===== src/rtl/ahb_ssram_bridge.sv =====
// AHB-Lite slave to synchronous single-port SRAM bridge: zero-wait reads and writes, one stall on read-after-write.
// Optional macro AHB_SSRAM_RDATA_GATE_EN forces HRDATA to zero outside read data phases.
module ahb_ssram_bridge #(
  parameter int AW = 12
) (
  input  logic          HCLK,
  input  logic          HRESETn,
  input  logic          clk,
  input  logic          rst_n,
  input  logic          HSEL,
  input  logic [AW-1:0] HADDR,
  input  logic [1:0]    HTRANS,
  input  logic [2:0]    HSIZE,
  input  logic          HWRITE,
  input  logic [31:0]   HWDATA,
  input  logic          HREADY,
  output logic          HREADYOUT,
  output logic [31:0]   HRDATA,
  output logic          HRESP,
  output logic [AW-1:0] ahb_sram_addr,
  output logic [3:0]    ahb_sram_enb,
  output logic [3:0]    ahb_sram_wb,
  output logic [31:0]   ahb_sram_din,
  output logic          ahb_sram_en,
  output logic          ahb_sram_we,
  input  logic [31:0]   sram_ahb_dout
);

  function automatic logic [3:0] byte_mask(input logic [2:0] size, input logic [1:0] lsb);
    logic [3:0] m;
    case (size)
      3'd0:    m = 4'b0001 << lsb;
      3'd1:    m = lsb[1] ? 4'b1100 : 4'b0011;
      default: m = 4'b1111;
    endcase
    return m;
  endfunction

  // The legacy clock/reset pins are kept only for pin compatibility.
  logic unused_s;
  assign unused_s = ^{clk, rst_n};

  logic          wr_pend_q, wr_pend_d;
  logic [AW-1:0] wr_addr_q, wr_addr_d;
  logic [3:0]    wr_mask_q, wr_mask_d;
  logic          rd_pend_q, rd_pend_d;
  logic [AW-1:0] rd_addr_q, rd_addr_d;
  logic          rd_dphase_q, rd_dphase_d;

  logic          accept_s;
  logic          acc_wr_s;
  logic          acc_rd_s;
  logic [AW-1:0] haddr_word_s;
  logic [AW-1:0] sram_addr_s;
  logic [3:0]    sram_enb_s;
  logic [3:0]    sram_wb_s;
  logic [31:0]   sram_din_s;

  // Address-phase decode and next-state of the pending write/read bookkeeping.
  always_comb begin
    accept_s     = HSEL & HREADY & HTRANS[1] & ~rd_pend_q;
    acc_wr_s     = accept_s & HWRITE;
    acc_rd_s     = accept_s & ~HWRITE;
    haddr_word_s = {2'b00, HADDR[AW-1:2]};

    wr_pend_d    = acc_wr_s;
    wr_addr_d    = wr_addr_q;
    wr_mask_d    = wr_mask_q;
    if (acc_wr_s) begin
      wr_addr_d = haddr_word_s;
      wr_mask_d = byte_mask(HSIZE, HADDR[1:0]);
    end else begin
      wr_addr_d = wr_addr_q;
      wr_mask_d = wr_mask_q;
    end

    // A read landing on a write data phase loses the SRAM port this cycle and is replayed next cycle.
    rd_pend_d = acc_rd_s & wr_pend_q;
    rd_addr_d = rd_addr_q;
    if (acc_rd_s && wr_pend_q) begin
      rd_addr_d = haddr_word_s;
    end else begin
      rd_addr_d = rd_addr_q;
    end
    rd_dphase_d = rd_pend_q | (acc_rd_s & ~wr_pend_q);
  end

  // SRAM port arbitration: write data phase first, then replayed read, then a fresh read.
  always_comb begin
    sram_addr_s = {AW{1'b0}};
    sram_enb_s  = 4'b0000;
    sram_wb_s   = 4'b0000;
    sram_din_s  = 32'h0000_0000;
    if (!HRESETn) begin
      sram_enb_s = 4'b0000;
    end else if (wr_pend_q) begin
      sram_addr_s = wr_addr_q;
      sram_enb_s  = wr_mask_q;
      sram_wb_s   = wr_mask_q;
      sram_din_s  = HWDATA;
    end else if (rd_pend_q) begin
      sram_addr_s = rd_addr_q;
      sram_enb_s  = 4'b1111;
    end else if (acc_rd_s) begin
      sram_addr_s = haddr_word_s;
      sram_enb_s  = 4'b1111;
    end else begin
      sram_enb_s = 4'b0000;
    end
  end

  // Transfer state registers.
  always_ff @(posedge HCLK or negedge HRESETn) begin
    if (!HRESETn) begin
      wr_pend_q   <= 1'b0;
      wr_addr_q   <= {AW{1'b0}};
      wr_mask_q   <= 4'b0000;
      rd_pend_q   <= 1'b0;
      rd_addr_q   <= {AW{1'b0}};
      rd_dphase_q <= 1'b0;
    end else begin
      wr_pend_q   <= wr_pend_d;
      wr_addr_q   <= wr_addr_d;
      wr_mask_q   <= wr_mask_d;
      rd_pend_q   <= rd_pend_d;
      rd_addr_q   <= rd_addr_d;
      rd_dphase_q <= rd_dphase_d;
    end
  end

  assign ahb_sram_addr = sram_addr_s;
  assign ahb_sram_enb  = sram_enb_s;
  assign ahb_sram_wb   = sram_wb_s;
  assign ahb_sram_din  = sram_din_s;
  assign ahb_sram_en   = |sram_enb_s;
  assign ahb_sram_we   = |sram_wb_s;

  assign HREADYOUT = ~rd_pend_q;
  assign HRESP     = 1'b0;

`ifdef AHB_SSRAM_RDATA_GATE_EN
  assign HRDATA = (rd_dphase_q & ~rd_pend_q) ? sram_ahb_dout : 32'h0000_0000;
`else
  assign HRDATA = sram_ahb_dout;
`endif

endmodule


===== config.mk =====
export PLATFORM = sky130hd
export DESIGN_NAME = ahb_ssram_bridge
export DESIGN_NICKNAME = d
export VERILOG_FILES = /design/src/rtl/ahb_ssram_bridge.sv
export SDC_FILE = /design/constraint.sdc
export NUM_CORES = 1
export LEC_CHECK = 0
export ABC_AREA = 1
export CAP_MARGIN = 20
export CORE_MARGIN = 3
export CORE_UTILIZATION = 32
export CTS_BUF_LIST = sky130_fd_sc_hd__clkbuf_8
export CTS_CLUSTER_DIAMETER = 30
export DETAILED_ROUTE_END_ITERATION = 12
export HOLD_SLACK_MARGIN = 0.1
export PLACE_DENSITY = 0.83
export SLEW_MARGIN = 0
export SYNTH_ARGS = -nofsm -noshare
export SYNTH_HDL_FRONTEND = slang
export SYNTH_SLANG_ARGS = --single-unit

===== constraint.sdc =====
create_clock -name HCLK -period 1.7 [get_ports HCLK]
set_clock_uncertainty 0.05 [all_clocks]
set_input_delay 0.51 -clock HCLK [delete_from_list [all_inputs] [get_ports HCLK]]
set_output_delay 0.51 -clock HCLK [all_outputs]
set_load 0.02 [all_outputs]

Word level (Yosys, flattened, before mapping)
Cells that the tools add are included.

Equality and inequality tests: 1. Shift operators: 1. Multiplexer cells: 14. Bitwise operators: 8. Reductions and logical operators: 4.

Operators by type and width (count): $mux 32 (2); $mux 10 (4); $mux 4 (7); $pmux 4 s2 (1); $reduce_or 4->1 (2); $and 1x1->1 (6); $shl 1x2->4 const A (1); $eq 3x1->1 const B (1); $logic_not 3->1 (1); $not 1->1 (2); $logic_and 1x1->1 (1).

Register bits: 26. Output and inout port bits: 88. Word-level logic and storage cells: 33.

Depth between registers and ports, before layout
Depth in word-level cells: 9. Mapped depth: 7. Gate-level depth less buffers: 7.

Worst setup path before layout
Ideal clock, no wire load.

Path kind: in2out. From: in HWRITE. To: out ahb_sram_addr[0]. Data arrival time: 1.327 ns. Data required time: 1.140 ns. Setup slack: -0.187 ns. Stages: 4. Buffers on the path: 1. Cell sequence: inv_1 buf_1 nand3_1 a21oi_1.

Cells in the longest elaborated chain, start to end: 6.

RTL lines: from (decl) (line 14) `input logic HWRITE,`; $not 1->1 (line 63) `acc_rd_s = accept_s & ~HWRITE;`; $and 1x1->1 (line 63); $mux 10 (line 104) `end else if (acc_rd_s) begin`; $mux 10 (line 101) `end else if (rd_pend_q) begin`; $mux 10 (line 96) `end else if (wr_pend_q) begin`; $mux 10 (line 94) `if (!HRESETn) begin`; to (decl) (line 20) `output logic [AW-1:0] ahb_sram_addr,`.

No other way between the ends.

Worst setup path in the final report
From: reg wr_pend_q. To: out ahb_sram_addr[9].

Cells in the longest elaborated chain, start to end: 2.

RTL lines: from (decl) (line 43) `logic wr_pend_q, wr_pend_d;`; from (signal assigned) (line 122) `wr_pend_q <= wr_pend_d;`; $mux 10 (line 96); $mux 10 (line 94).

No other way between the ends.

==> impl_metrics.env <==
export IMPL_status="finished with violations"
export IMPL_violations="negative setup slack"
export IMPL_ant_nets=0
export IMPL_core_mm2=0.00571
export IMPL_overflow=0
export IMPL_cts_path_max_buffers=2
export IMPL_synth_edf_count=0
export IMPL_ys_seq_area_share_pct=33.3
export IMPL_finalMaxSlewViolations=0
export IMPL_drc=0
export IMPL_antenna_cells=0
export IMPL_placedInstanceArea_mm2=0.00310
export IMPL_viasPerCell=4.83
export IMPL_fin_crit_ns=2.09
export IMPL_syn_area_per_cell_um2=6.76
export IMPL_start_kind="register"
export IMPL_die_area_mm2=0.00708
export IMPL_crit_required_ns=1.14
export IMPL_timing_fmax_mhz=479
export IMPL_fin_crit_sh_pct=123
export IMPL_antenna_found_initial=0
export IMPL_hold_violations=0
export IMPL_drt_pre_antenna_iters=4
export IMPL_grt_max_degree=21
export IMPL_ys_warn_count=0
export IMPL_cp_slowest_cell="dfrtp_2"
export IMPL_cpLargestDelayFamily="flip-flops"
export IMPL_critPathMaxFanout=10
export IMPL_worstReg2RegStart="rd_pend_q$_DFF_PN0_"
export IMPL_design_portCount=176
export IMPL_setup_viol_count_final=52
export IMPL_synthArstFlopShare_pct=100
export IMPL_gp_congestion=0.838
export IMPL_reg2reg_depth=9
export IMPL_r2r_slack_ns=0.16
export IMPL_fill_cells=416
export IMPL_io_buffers=105
export IMPL_first_global_vias=2282
export IMPL_slowest_delay_ns=0.46
export IMPL_tns_ns=-11.47
export IMPL_max_cap_violations=0
export IMPL_synthFlopType="dfrtp_1"
export IMPL_seqCellArea_um2=652
export IMPL_cts_clk_slew_worst_paths_ns=0.08
export IMPL_rsz0062_at_grt="true"
export IMPL_clk_insertion_delay_late_ns=0.27
export IMPL_peakVddDrop_mv=0.286
export IMPL_synth_cells=289
export IMPL_finalWorstSetupSlack_ns=-0.388
export IMPL_dieWidth_um=84.2
export IMPL_area_delta_synth_final_pct=98.1
export IMPL_rr_endpoint="rd_addr_q[1]$_DFFE_PN0P_"
export IMPL_nets=489
export IMPL_die_h_um=84.2
export IMPL_grt_first_pass_wirelength_um=12000
export IMPL_endpoint_kind="output pin"
export IMPL_clock_sinks=26
export IMPL_power_density_mw_per_mm2=434
export IMPL_multi_input_area_mm2=0.00128
export IMPL_cp_arrival_ns=1.53
export IMPL_path_class="register to output pin"
export IMPL_wl_um=8230
export IMPL_ctsHoldBuffers=0
export IMPL_grt_usage_pct=21.2
export IMPL_ys_ff_latch=26
export IMPL_cts_root_buf="clkbuf_8"
export IMPL_synth_cell_type_count=20
export IMPL_cts_buffers_inserted=3
export IMPL_final_area_mm2=0.00387
export IMPL_dr_first_iter_drc_count=86
export IMPL_p_leak_nw=1.84
export IMPL_vias=2277
export IMPL_netlist_area_mm2=0.00195
export IMPL_wl_per_cell_um=17.5
export IMPL_cts_htree_levels=1
export IMPL_cts_tree="done"
export IMPL_hold_class="input pin to async pin"
export IMPL_path_cells="clkinvlp_4, o21ai_0, a21oi_4, buf_6"
export IMPL_rows=27
export IMPL_cp_num_buf_inv=2
export IMPL_dp_hpwl_um=5340
export IMPL_start_util_pct=34.2
export IMPL_drive_gt1_share_pct=48.1
## logic make-up (layout without fill, tap and decap cells)
logic type             after synthesis  count (layout)  synth area share [%]
flip-flops                          26              26                  33.3
AND/OR/NAND/NOR                     88              89                  18.7
AO/OA/AOI/OAI                       65              65                  18.8
buffers and inverters              109             216                  29.1
other                                1               3                 0.192
## final cells by class
class | count | share of cell area (%)
Timing Repair Buffer | 152 | 40.7
Sequential cell | 26 | 16.8
Multi-Input combinational cell | 157 | 33.1
Clock buffer | 3 | 1.07
Tap cell | 72 | 2.33
Inverter | 61 | 6.01
## synth_stat cells, types with 3 or more instances
| library cell | count | area [um2] |
|---|---|---|
| nor2_1 | 45 | 169 |
| nand3_1 | 11 | 55.1 |
| buf_4 | 36 | 270 |
| o21ai_0 | 20 | 100 |
| buf_2 | 7 | 35.0 |
| nand2_2 | 3 | 18.8 |
| a21oi_1 | 24 | 120 |
| o21ai_1 | 10 | 50.1 |
| nand2_1 | 27 | 101 |
| inv_1 | 59 | 221 |
| dfrtp_1 | 26 | 651 |
| o21ai_2 | 10 | 87.6 |
## cell usage in the layout, fill, tap and decap left out, drive strengths merged
| cell | n |
|---|---|
| dlygate4sd2 | 33 |
| a21oi | 24 |
| nor2 | 46 |
| nand2 | 31 |
| conb | 3 |
| dfrtp | 26 |
| clkinvlp | 1 |
| buf | 100 |
| clkbuf | 3 |
| inv | 60 |
| nand3 | 12 |
| clkdlybuf4s50 | 18 |
| o21ai | 40 |
| a41oi | 1 |
| bufbuf | 1 |
## power by group
part	switching [mW]	leakage, nW	internal, mW
Combinational	0.320	1.48	0.268
Clock	0.183	0.0216	0.159
Sequential	0.0471	0.335	0.701
Total	0.550	1.84	1.13
## worst reg2reg max path, cell delays in order, from the launching register on
cell and delay [ns]:
dfrtp_1 0.43, inv_2 0.08, nand2_2 0.06, nor2_4 0.12
buf_6 0.17, buf_4 0.12, nand3_2 0.07, buf_4 0.19
nand2_1 0.09, o21ai_2 0.06
## per-layer routing
metal / vias to the layer above / GRT usage [%] / routed length [um]
met4: 0 / 4.24 / 172
met5: - / 0 / 0
met1: 1081 / 23.1 / 2810
met2: 118 / 42.3 / 4650
met3: 17 / 3.73 / 596
li1: 1061 / - / -
## worst max-delay path by stage
| stage | from | endpoint | slack [ns] | depth (start not counted) |
|---|---|---|---|---|
| detailed placement | HRESETn | ahb_sram_addr[6] | -1.17 | 5 |
| finish | wr_pend_q$_DFF_PN0_ | ahb_sram_addr[9] | -0.39 | 4 |
| global route | rd_pend_q$_DFF_PN0_ | ahb_sram_addr[6] | -0.44 | 7 |
| CTS | rd_pend_q$_DFF_PN0_ | ahb_sram_addr[1] | -0.41 | 8 |
| global placement | HRESETn | ahb_sram_addr[7] | -1.11 | 5 |
| floorplan | rd_pend_q$_DFF_PN0_ | ahb_sram_addr[1] | -0.02 | 6 |
## state kept, by name, summed over array words and instances, names as in the netlist
name       count
rd_addr_q     10
wr_addr_q     10
wr_mask_q      4
rd_pend_q      1
wr_pend_q      1
## repair_timing
| item | 4_1_cts | 5_1_grt |
|---|---|---|
| cloned | 5 | 0 |
| gates resized for setup | 420 | 83 |
| pin swaps | 36 | 36 |
| endpoints found under the setup margin | 53 | 53 |
| buffers inserted | 19 | 8 |
## per-stage QoR
stage	instances	total power, mW	utilization (%)	hold slack (ns)	setup slack [ns]
floorplan	291	1.08	-	0.164	-0.0232
global placement	443	1.22	54.4	0.415	-1.11
detailed placement	443	1.24	54.4	0.426	-1.17
CTS	470	1.64	64.0	0.175	-0.413
global route	471	1.77	67.8	0.198	-0.436
finish	471	1.68	67.8	0.197	-0.388
Power figures use the tool's default switching activity.
